<file path="config.mk">
export PLATFORM = sky130hd
export DESIGN_NAME = m_wbioarb
export DESIGN_NICKNAME = d
export VERILOG_FILES = /design/src/rtl/m_wbioarb_pkg.sv /design/src/rtl/m_wbioarb_rr.sv /design/src/rtl/m_wbioarb.sv
export SDC_FILE = /design/constraint.sdc
export NUM_CORES = 1
export LEC_CHECK = 0
export CORE_AREA = 2 2 124 126
export CTS_CLUSTER_SIZE = 10
export DETAILED_ROUTE_END_ITERATION = 8
export DIE_AREA = 0 0 126 128
export PLACE_DENSITY = 0.66
export REMOVE_ABC_BUFFERS = 1
export SYNTH_ARGS = -nofsm -noshare
export SYNTH_HDL_FRONTEND = slang
export SYNTH_SLANG_ARGS = --single-unit
</file>
<file path="constraint.sdc">
create_clock -name CLK_I -period 1.85 [get_ports CLK_I]
set_input_delay 0.37 -clock CLK_I [delete_from_list [all_inputs] [get_ports CLK_I]]
set_output_delay 0.37 -clock CLK_I [all_outputs]
set_load 0.005 [all_outputs]
</file>
<file path="src/rtl/m_wbioarb_pkg.sv">
// m_wbioarb shared types: FSM states, grant codes, latched request.
// Watchdog width applies when WBIOARB_TIMEOUT_EN is defined.
package m_wbioarb_pkg;

  typedef enum logic [1:0] {
    ST_IDLE    = 2'b00,
    ST_BUSY    = 2'b01,
    ST_RECOVER = 2'b10
  } state_t;

  localparam logic [1:0] GNT_NONE = 2'b00;
  localparam logic [1:0] GNT_M0   = 2'b01;
  localparam logic [1:0] GNT_M1   = 2'b10;

  localparam int unsigned WDOG_W = 8;

  typedef struct packed {
    logic        we;
    logic [31:0] adr;
    logic [31:0] dat;
    logic [3:0]  sel;
  } wb_req_t;

endpackage

</file>
<file path="src/rtl/m_wbioarb_rr.sv">
// m_wbioarb_rr: two-input pick, round-robin or fixed M0 priority.
// Pointer remembers whether M1 owned the bus last.
module m_wbioarb_rr
  import m_wbioarb_pkg::*;
#(
  parameter int unsigned FIXEDPRIO = 0
) (
  input  logic       clklf,
  input  logic       rst_n,
  input  logic [1:0] req,
  input  logic       take,
  output logic [1:0] pick
);

  logic m1_last_q;

  // pick winner from current requests and pointer
  always_comb begin
    pick = GNT_NONE;
    unique case (req)
      2'b11: begin
        if (FIXEDPRIO != 0 || m1_last_q)
          pick = GNT_M0;
        else
          pick = GNT_M1;
      end
      2'b01:   pick = GNT_M0;
      2'b10:   pick = GNT_M1;
      default: pick = GNT_NONE;
    endcase
  end

  // remember last owner when a grant is taken
  always_ff @(posedge clklf or negedge rst_n) begin
    if (!rst_n)
      m1_last_q <= 1'b1;
    else if (take)
      m1_last_q <= pick[1];
  end

endmodule

</file>
<file path="src/rtl/m_wbioarb.sv">
// m_wbioarb: two-master Wishbone arbiter onto one IO slave.
// Define WBIOARB_TIMEOUT_EN for the slave-ACK watchdog.
module m_wbioarb
  import m_wbioarb_pkg::*;
#(
  parameter int unsigned TIMEOUT   = 15,
  parameter int unsigned FIXEDPRIO = 0
) (
  input  logic        CLK_I,
  input  logic        RST_NI,
  input  logic        M0_STB_I,
  input  logic        M0_WE_I,
  input  logic [31:0] M0_ADR_I,
  input  logic [31:0] M0_DAT_I,
  input  logic [3:0]  M0_SEL_I,
  output logic        M0_ACK_O,
  output logic        M0_ERR_O,
  output logic [31:0] M0_DAT_O,
  input  logic        M1_STB_I,
  input  logic        M1_WE_I,
  input  logic [31:0] M1_ADR_I,
  input  logic [31:0] M1_DAT_I,
  input  logic [3:0]  M1_SEL_I,
  output logic        M1_ACK_O,
  output logic        M1_ERR_O,
  output logic [31:0] M1_DAT_O,
  output logic        S_STB_O,
  output logic        S_WE_O,
  output logic [31:0] S_ADR_O,
  output logic [31:0] S_DAT_O,
  output logic [3:0]  S_SEL_O,
  input  logic        S_ACK_I,
  input  logic [31:0] S_DAT_I,
  output logic [1:0]  gnt
);

  if (TIMEOUT < 2 || TIMEOUT > 255) begin : g_bad_tmo
    $error("m_wbioarb: TIMEOUT must be 2..255");
  end

  state_t     state_q;
  state_t     state_d;
  logic [1:0] gnt_q;
  logic [1:0] req;
  logic [1:0] pick;
  logic       take;
  logic       stb_q;
  logic       busy;
  logic       owner_stb;
  logic       abort;
  logic       fin_ack;
  logic       tmo_hit;
  wb_req_t    m0_req;
  wb_req_t    m1_req;
  wb_req_t    req_q;

  assign req       = {M1_STB_I, M0_STB_I};
  assign take      = (state_q == ST_IDLE) && (|req);
  assign busy      = (state_q == ST_BUSY);
  assign owner_stb = |(gnt_q & req);
  assign abort     = busy && !owner_stb;
  assign fin_ack   = busy && owner_stb && S_ACK_I;

  assign m0_req = '{we: M0_WE_I, adr: M0_ADR_I,
                    dat: M0_DAT_I, sel: M0_SEL_I};
  assign m1_req = '{we: M1_WE_I, adr: M1_ADR_I,
                    dat: M1_DAT_I, sel: M1_SEL_I};

  m_wbioarb_rr #(
    .FIXEDPRIO(FIXEDPRIO)
  ) u_rr (
    .clklf(CLK_I),
    .rst_n(RST_NI),
    .req  (req),
    .take (take),
    .pick (pick)
  );

`ifdef WBIOARB_TIMEOUT_EN
  localparam logic [WDOG_W-1:0] WDOG_LIM =
    WDOG_W'(TIMEOUT - 1);

  logic [WDOG_W-1:0] wdog_q;

  // count cycles spent in BUSY, cleared elsewhere
  always_ff @(posedge CLK_I or negedge RST_NI) begin
    if (!RST_NI)
      wdog_q <= '0;
    else if (busy)
      wdog_q <= wdog_q + 1'b1;
    else
      wdog_q <= '0;
  end

  assign tmo_hit = busy && owner_stb && !S_ACK_I &&
                   (wdog_q == WDOG_LIM);
`else
  assign tmo_hit = 1'b0;
`endif

  // state register
  always_ff @(posedge CLK_I or negedge RST_NI) begin
    if (!RST_NI)
      state_q <= ST_IDLE;
    else
      state_q <= state_d;
  end

  // next-state: grant, finish on ack/abort/timeout, one idle gap
  always_comb begin
    state_d = state_q;
    unique case (state_q)
      ST_IDLE: begin
        if (|req)
          state_d = ST_BUSY;
      end
      ST_BUSY: begin
        if (abort || fin_ack || tmo_hit)
          state_d = ST_RECOVER;
      end
      ST_RECOVER: state_d = ST_IDLE;
      default:    state_d = ST_IDLE;
    endcase
  end

  // latch owner and its request; slave strobe is a clean flop
  always_ff @(posedge CLK_I or negedge RST_NI) begin
    if (!RST_NI) begin
      gnt_q <= GNT_NONE;
      req_q <= '0;
      stb_q <= 1'b0;
    end else begin
      stb_q <= (state_d == ST_BUSY);
      if (take) begin
        gnt_q <= pick;
        req_q <= pick[1] ? m1_req : m0_req;
      end else if (state_q == ST_RECOVER) begin
        gnt_q <= GNT_NONE;
      end
    end
  end

  // route ack/err/data to the owner only
  always_comb begin
    M0_ACK_O = gnt_q[0] && (fin_ack || tmo_hit);
    M1_ACK_O = gnt_q[1] && (fin_ack || tmo_hit);
    M0_ERR_O = gnt_q[0] && tmo_hit;
    M1_ERR_O = gnt_q[1] && tmo_hit;
    M0_DAT_O = '0;
    M1_DAT_O = '0;
    if (gnt_q[0] && fin_ack)
      M0_DAT_O = S_DAT_I;
    if (gnt_q[1] && fin_ack)
      M1_DAT_O = S_DAT_I;
  end

  assign S_STB_O = stb_q;
  assign S_WE_O  = req_q.we;
  assign S_ADR_O = req_q.adr;
  assign S_DAT_O = req_q.dat;
  assign S_SEL_O = req_q.sel;
  assign gnt     = gnt_q;

endmodule

</file>
======== Word level (Yosys, flattened, before mapping) ========
Cells that the tools add are included.
storage, ports and cells
  bits in registers ....................... 75
  output and inout port bits .............. 140
  word-level logic and storage cells ...... 37
cells by class
  eq/ne operators ......................... 6
  muxes and demuxes ....................... 10
  bitwise operators ....................... 1
  reduce and logical (&&, ||, !) cells .... 12
operators by type and width
  operator              number
  $mux W69              1
  $mux W32              2
  $mux W2               5
  $eq A2 B1 Y1 const B  3
  $eq A2 B2 Y1 const B  3
  $logic_and A1 B1 Y1   6
  $pmux W2 S3           1
  $pmux W2 S2           1
  $reduce_or A2 Y1      2
  $and A2 B2 Y2         1
  $logic_not A2 Y1      1
  $reduce_bool A2 Y1    1
  $logic_not A1 Y1      1
  $logic_or A1 B1 Y1    1

======== Logic depth before layout (Yosys ltp) ========
  depth after elaboration ................. 8
  mapped depth ............................ 5
  gate-level depth less buffers ........... 3

======== Hierarchy ========
Synthesis repeated with hierarchy kept, for this count alone.
second synthesis, totals
  cell total of the unflattened synthesis .. 411
  area, all modules ....................... 4130.2 µm²
by module, submodules not included
  module        times used  cells each  area each (µm²)  sequential area each (µm²)
  m_wbioarb     1           406         4066.4           1851.8
  m_wbioarb_rr  1           5           63.8             26.3

======== Worst setup path before layout ========
Ideal clock, no wire load.
  path kind ............................... input to output
  start point ............................. input M0_STB_I
  end point ............................... output M0_DAT_O[10]
  data arrival time ....................... 1.342 ns
  slack ................................... 0.138 ns
  stages on the path ...................... 5
  cells stage by stage .................... clkbuf_2 -> a22oi_1 -> nor3_2 -> clkbuf_1 -> and2_1
on the way
  longest elaborated chain between the ends .. 6
ends and longest elaborated chain
  item                               line              text
  start: declaration                 m_wbioarb.sv:11   input logic M0_STB_I,
  $and A2 B2 Y2                      m_wbioarb.sv:60   assign owner_stb = |(gnt_q & req);
  $reduce_or A2 Y1                   m_wbioarb.sv:60
  $logic_and A1 B1 Y1 (2 in series)  m_wbioarb.sv:62   assign fin_ack = busy && owner_stb && S_ACK_I;
  $logic_and A1 B1 Y1                m_wbioarb.sv:151  if (gnt_q[0] && fin_ack)
  $mux W32                           m_wbioarb.sv:151
  end: declaration                   m_wbioarb.sv:18   output logic [31:0] M0_DAT_O,
Every way passes these cells.

======== Worst setup path in the final report ========
  start point ............................. register gnt_q[0], in the netlist gnt[0]
  end point ............................... output M0_DAT_O[24]
on the way
  longest elaborated chain between the ends .. 6
ends and longest elaborated chain
  item                               line              text
  start: declaration                 m_wbioarb.sv:43   logic [1:0] gnt_q;
  start signal: assignment           m_wbioarb.sv:135  gnt_q <= pick;
  $and A2 B2 Y2                      m_wbioarb.sv:60
  $reduce_or A2 Y1                   m_wbioarb.sv:60
  $logic_and A1 B1 Y1 (2 in series)  m_wbioarb.sv:62
  $logic_and A1 B1 Y1 (*)            m_wbioarb.sv:151
  $mux W32 (*)                       m_wbioarb.sv:151
Mark *: on every way between the ends. The rest lies on a longest branch, timed or not.

==> results list <==
- The flow ran to the end, but the final reports show violations.
- The checks that failed: negative setup slack.
* Relative max-transition margin: 59.2%
- The congestion estimate from routability-driven global placement came to 0.864.
* Hold slack final: 0.516 ns
- Crit. End Element: primary output
- Setup violations remaining at the end of the flow were counted as 66.
- Fin nets: 843
* Largest clock skew in the final design: 0.00361 ns
- The cell that appears most often on the critical path is buf_6.
- Total number of vias: 4,322
* Slowest cell delay on critical path: 0.41 ns
* Number of failing hold endpoints at the final stage: 0
- Max_cap viols: 0
* Required time of the critical path: 1.48 ns
* GR Util met3: 5.05%
- Number of standard cells after synthesis: 341
- Transition time of the tightest slew-check pin: 0.612 ns
* Ratio of final minimum period to clock period: 115%
- The die covers 16,100 µm².
- Timing analysis after detailed placement gives a worst setup slack of -0.735 ns.
- CP top delay family: buffers and inverters
- Clock-pin transition on the worst setup and hold timing paths: 0.06 ns
* Most area-consuming cells after synthesis: dfrtp_1 49%, a221o_1 18%, and3_1 11%
- Growth of design area from synthesis to finish: 111%
- Maximum number of pins on one net before global-route repair: 71
- Starting Density: 25.4%
* P_leak: 3.70 nW
* Core Region: 14,900 µm²
- The layer flagged by global routing as most heavily used is met2.
- In the global route stage, met1 resource usage came out at 23.8%.
* Overall die height: 128 µm
- Counting both buffers and inverters, the worst setup path holds a total of 5.
- Crit Path Class: flop to primary output
* Drt initial violations: 255
* Placed Area: 7180 µm²
- Before antenna repair, the detailed router went through 4 iterations.
* Top cell type by total area after synthesis: dfrtp_1
- Clock root buffer: clkbuf_16
* Post-route cell area: 7980 µm²
* Quantity of I/O buffers inserted on ports: 312
- The slowest stage of the critical path is the dfrtp_1 cell.
* Layout cell share with drive strength beyond 1: 27.8%
- Total Routed Length: 18.1 mm
- 315 I/O pins were placed.
- Overall Global Routing Usage: 21.6%
* Initial antenna violation count: 1
- Fin crit period: 2.13 ns
- The count of nets left with antenna violations once routing finished came out at 0.
- The tightest min-delay check is of the input port to asynchronous set/reset pin type.
- For this design the ratio of total power to cell area is 1260 nW/µm².
* Vias/cell: 5.01
- Average wire per cell in the routed design: 21.0 µm
- Total gr overflow: 0
* Critical path, cell by cell: a22oi_2, buf_6, nor3_4, buf_6, buf_8, buf_16, and2_4, buf_2
- The share of the Yosys chip area taken by registers is 49.7%.
- In this run the core area contains 45 standard-cell rows.
* Met2 Resource Use GR: 38.5%
- In this run the deepest clock path goes through 2 buffers.
* Clock insertion delay at the later pin of the skew report: 0.34 ns
- Die width: 126 µm
* Achievable Freq: 470 MHz
- Max-slew violation count: 0
* Highest ir drop seen on vdd: 0.768 mV
- Share of Yosys cell area claimed by the top area cell type: 49.0%
* Maximum level of the CTS H-tree: 3
- For the worst setup path, the data arrival time is 1.76 ns.
- Number of synthesized register bits: 75
- The synthesized netlist occupies a cell area of 3780 µm².
- Mean post-synth cell area: 11.1 µm²
- After legalization and detailed placement, the total HPWL measured 12.6 mm.
* Final WS setup: -0.280 ns
- First-pass GRT wire length: 26.5 mm
- Number of design rule violations left after detail routing: 0
- Worst Path Max Fanout: 8
- Unrepaired setup endpoints after global routing: yes
- TritonCTS built the clock tree.
* Critical path startpoint category: flop
- The via count of the first global-routing pass came to 4,604.
* Internal reg-to-reg setup slack: 0.14 ns
* Number of distinct library cell variants in the gate-level netlist after synthesis: 27
- The tree built by TritonCTS fans out to 75 sinks.
- In this run, CTS created clock tree buffers numbering 9.
* Synthesis Warnings: 0
[what timing repair did]
item	4_1_cts	5_1_grt
hold buffers	1	0
pin swaps	23	6
endpoints found under the hold margin	32	0
gates cloned	6	0
resized for setup	364	42
setup buffers	12	5
setup endpoints to repair	66	86
[flip-flops by register name, indices dropped and copies added, names as in the netlist]
register and cells:
S_STB_O 1, S_DAT_O 32, S_ADR_O 32, gnt 2
S_SEL_O 4, S_WE_O 1, u_rr.m1_last_q 1, state_q 2
[through the flow]
step	cells	total power [mW]	utilization, %	setup TNS (ns)
final	862	10.0	53.7	-15.00
after global routing	862	10.6	53.7	-18.67
after CTS	859	10.0	52.6	-17.09
after detailed placement	825	7.91	48.3	-56.66
after global placement	825	7.81	48.3	-48.68
after floorplan	304	4.76	-	-110.03
[layout make-up]
| cell class | count | area, µm² |
|---|---|---|
| fillers | 1251 | 6890 |
| inverters | 2 | 7.51 |
| clock inverters | 4 | 48.8 |
| diodes | 1 | 2.50 |
| clock buffers | 12 | 256 |
| flip-flops and latches | 75 | 1880 |
| well taps | 188 | 235 |
| repair buffers | 353 | 3670 |
| multi-input cells | 227 | 1880 |
[routing by layer]
| layer | vias to the layer above | routed length, µm |
|---|---|---|
| met5 | - | 0 |
| met4 | 0 | 629 |
| met3 | 34 | 1350 |
| met2 | 246 | 9460 |
| met1 | 2094 | 6670 |
| li1 | 1948 | - |
[placed cells by master, fill, tap and decap left out, types with 2 or more instances in the layout]
| master | Yosys | final |
|---|---|---|
| o21ai_0 | 2 | 2 |
| buf_8 | 0 | 3 |
| buf_4 | 2 | 17 |
| o31ai_1 | 2 | 2 |
| a221o_1 | 69 | 69 |
| and2_4 | 0 | 54 |
| dlygate4sd2_1 | 0 | 2 |
| clkdlybuf4s50_1 | 0 | 240 |
| clkbuf_8 | 0 | 2 |
| and3_1 | 69 | 69 |
| dfrtp_1 | 74 | 74 |
| buf_16 | 0 | 5 |
| conb_1 | 1 | 2 |
| dlymetal6s2s_1 | 0 | 2 |
| buf_2 | 3 | 13 |
| clkbuf_16 | 0 | 9 |
| nor3_4 | 0 | 2 |
| buf_12 | 0 | 6 |
| nor2_1 | 4 | 4 |
| nand2_1 | 4 | 3 |
| buf_6 | 7 | 64 |
| and2_1 | 64 | 10 |
| clkinv_2 | 0 | 2 |
[synthesized netlist by cell type]
library cell   n
o31ai_1        2
and2_1        64
nand2_1        4
buf_4          2
a22oi_1        1
dfrtp_1       74
a221o_1       69
buf_2          3
a32oi_1        1
clkbuf_2       1
inv_2          1
o21ai_0        2
a211oi_2       1
o21bai_1       1
nor3_2         2
o21ai_1        1
conb_1         1
clkbuf_1      25
a21oi_1        1
nor2b_1        1
nor2_1         4
and3_1        69
nand2b_1       1
inv_1          1
dfstp_2        1
a2111oi_4      1
buf_6          7
[where the power goes]
part / leakage (nW) / switching [mW] / internal, mW
logic: 2.63 / 2.05 / 3.23
registers: 0.923 / 0.472 / 2.47
clock network: 0.153 / 0.703 / 1.12
[cell families (layout without fill, tap and decap cells)]
kind of cell           count (synthesis)  in the layout  synth area share (%)
buffers and inverters                 40            371                  5.69
other                                  1              3                0.0992
flip-flops                            75             75                  49.7
AO/OA/AOI/OAI                         80             80                  20.9
AND/OR/NAND/NOR                      145            145                  23.7
[worst paths after layout]
kind	startpoint	cells past startpoint	to
min in group CLK_I	S_DAT_O[14]	1	S_DAT_O[14]
setup / recovery	gnt[0]	8	M0_DAT_O[24]
max in group asynchronous	RST_NI	3	S_DAT_O[29]
hold reg to reg	S_DAT_O[14]	1	S_DAT_O[14]
hold / removal	RST_NI	2	S_SEL_O[3]
setup reg to reg	u_rr.m1_last_q	4	S_DAT_O[20]
Note: power is estimated with default switching activity, not from simulation.
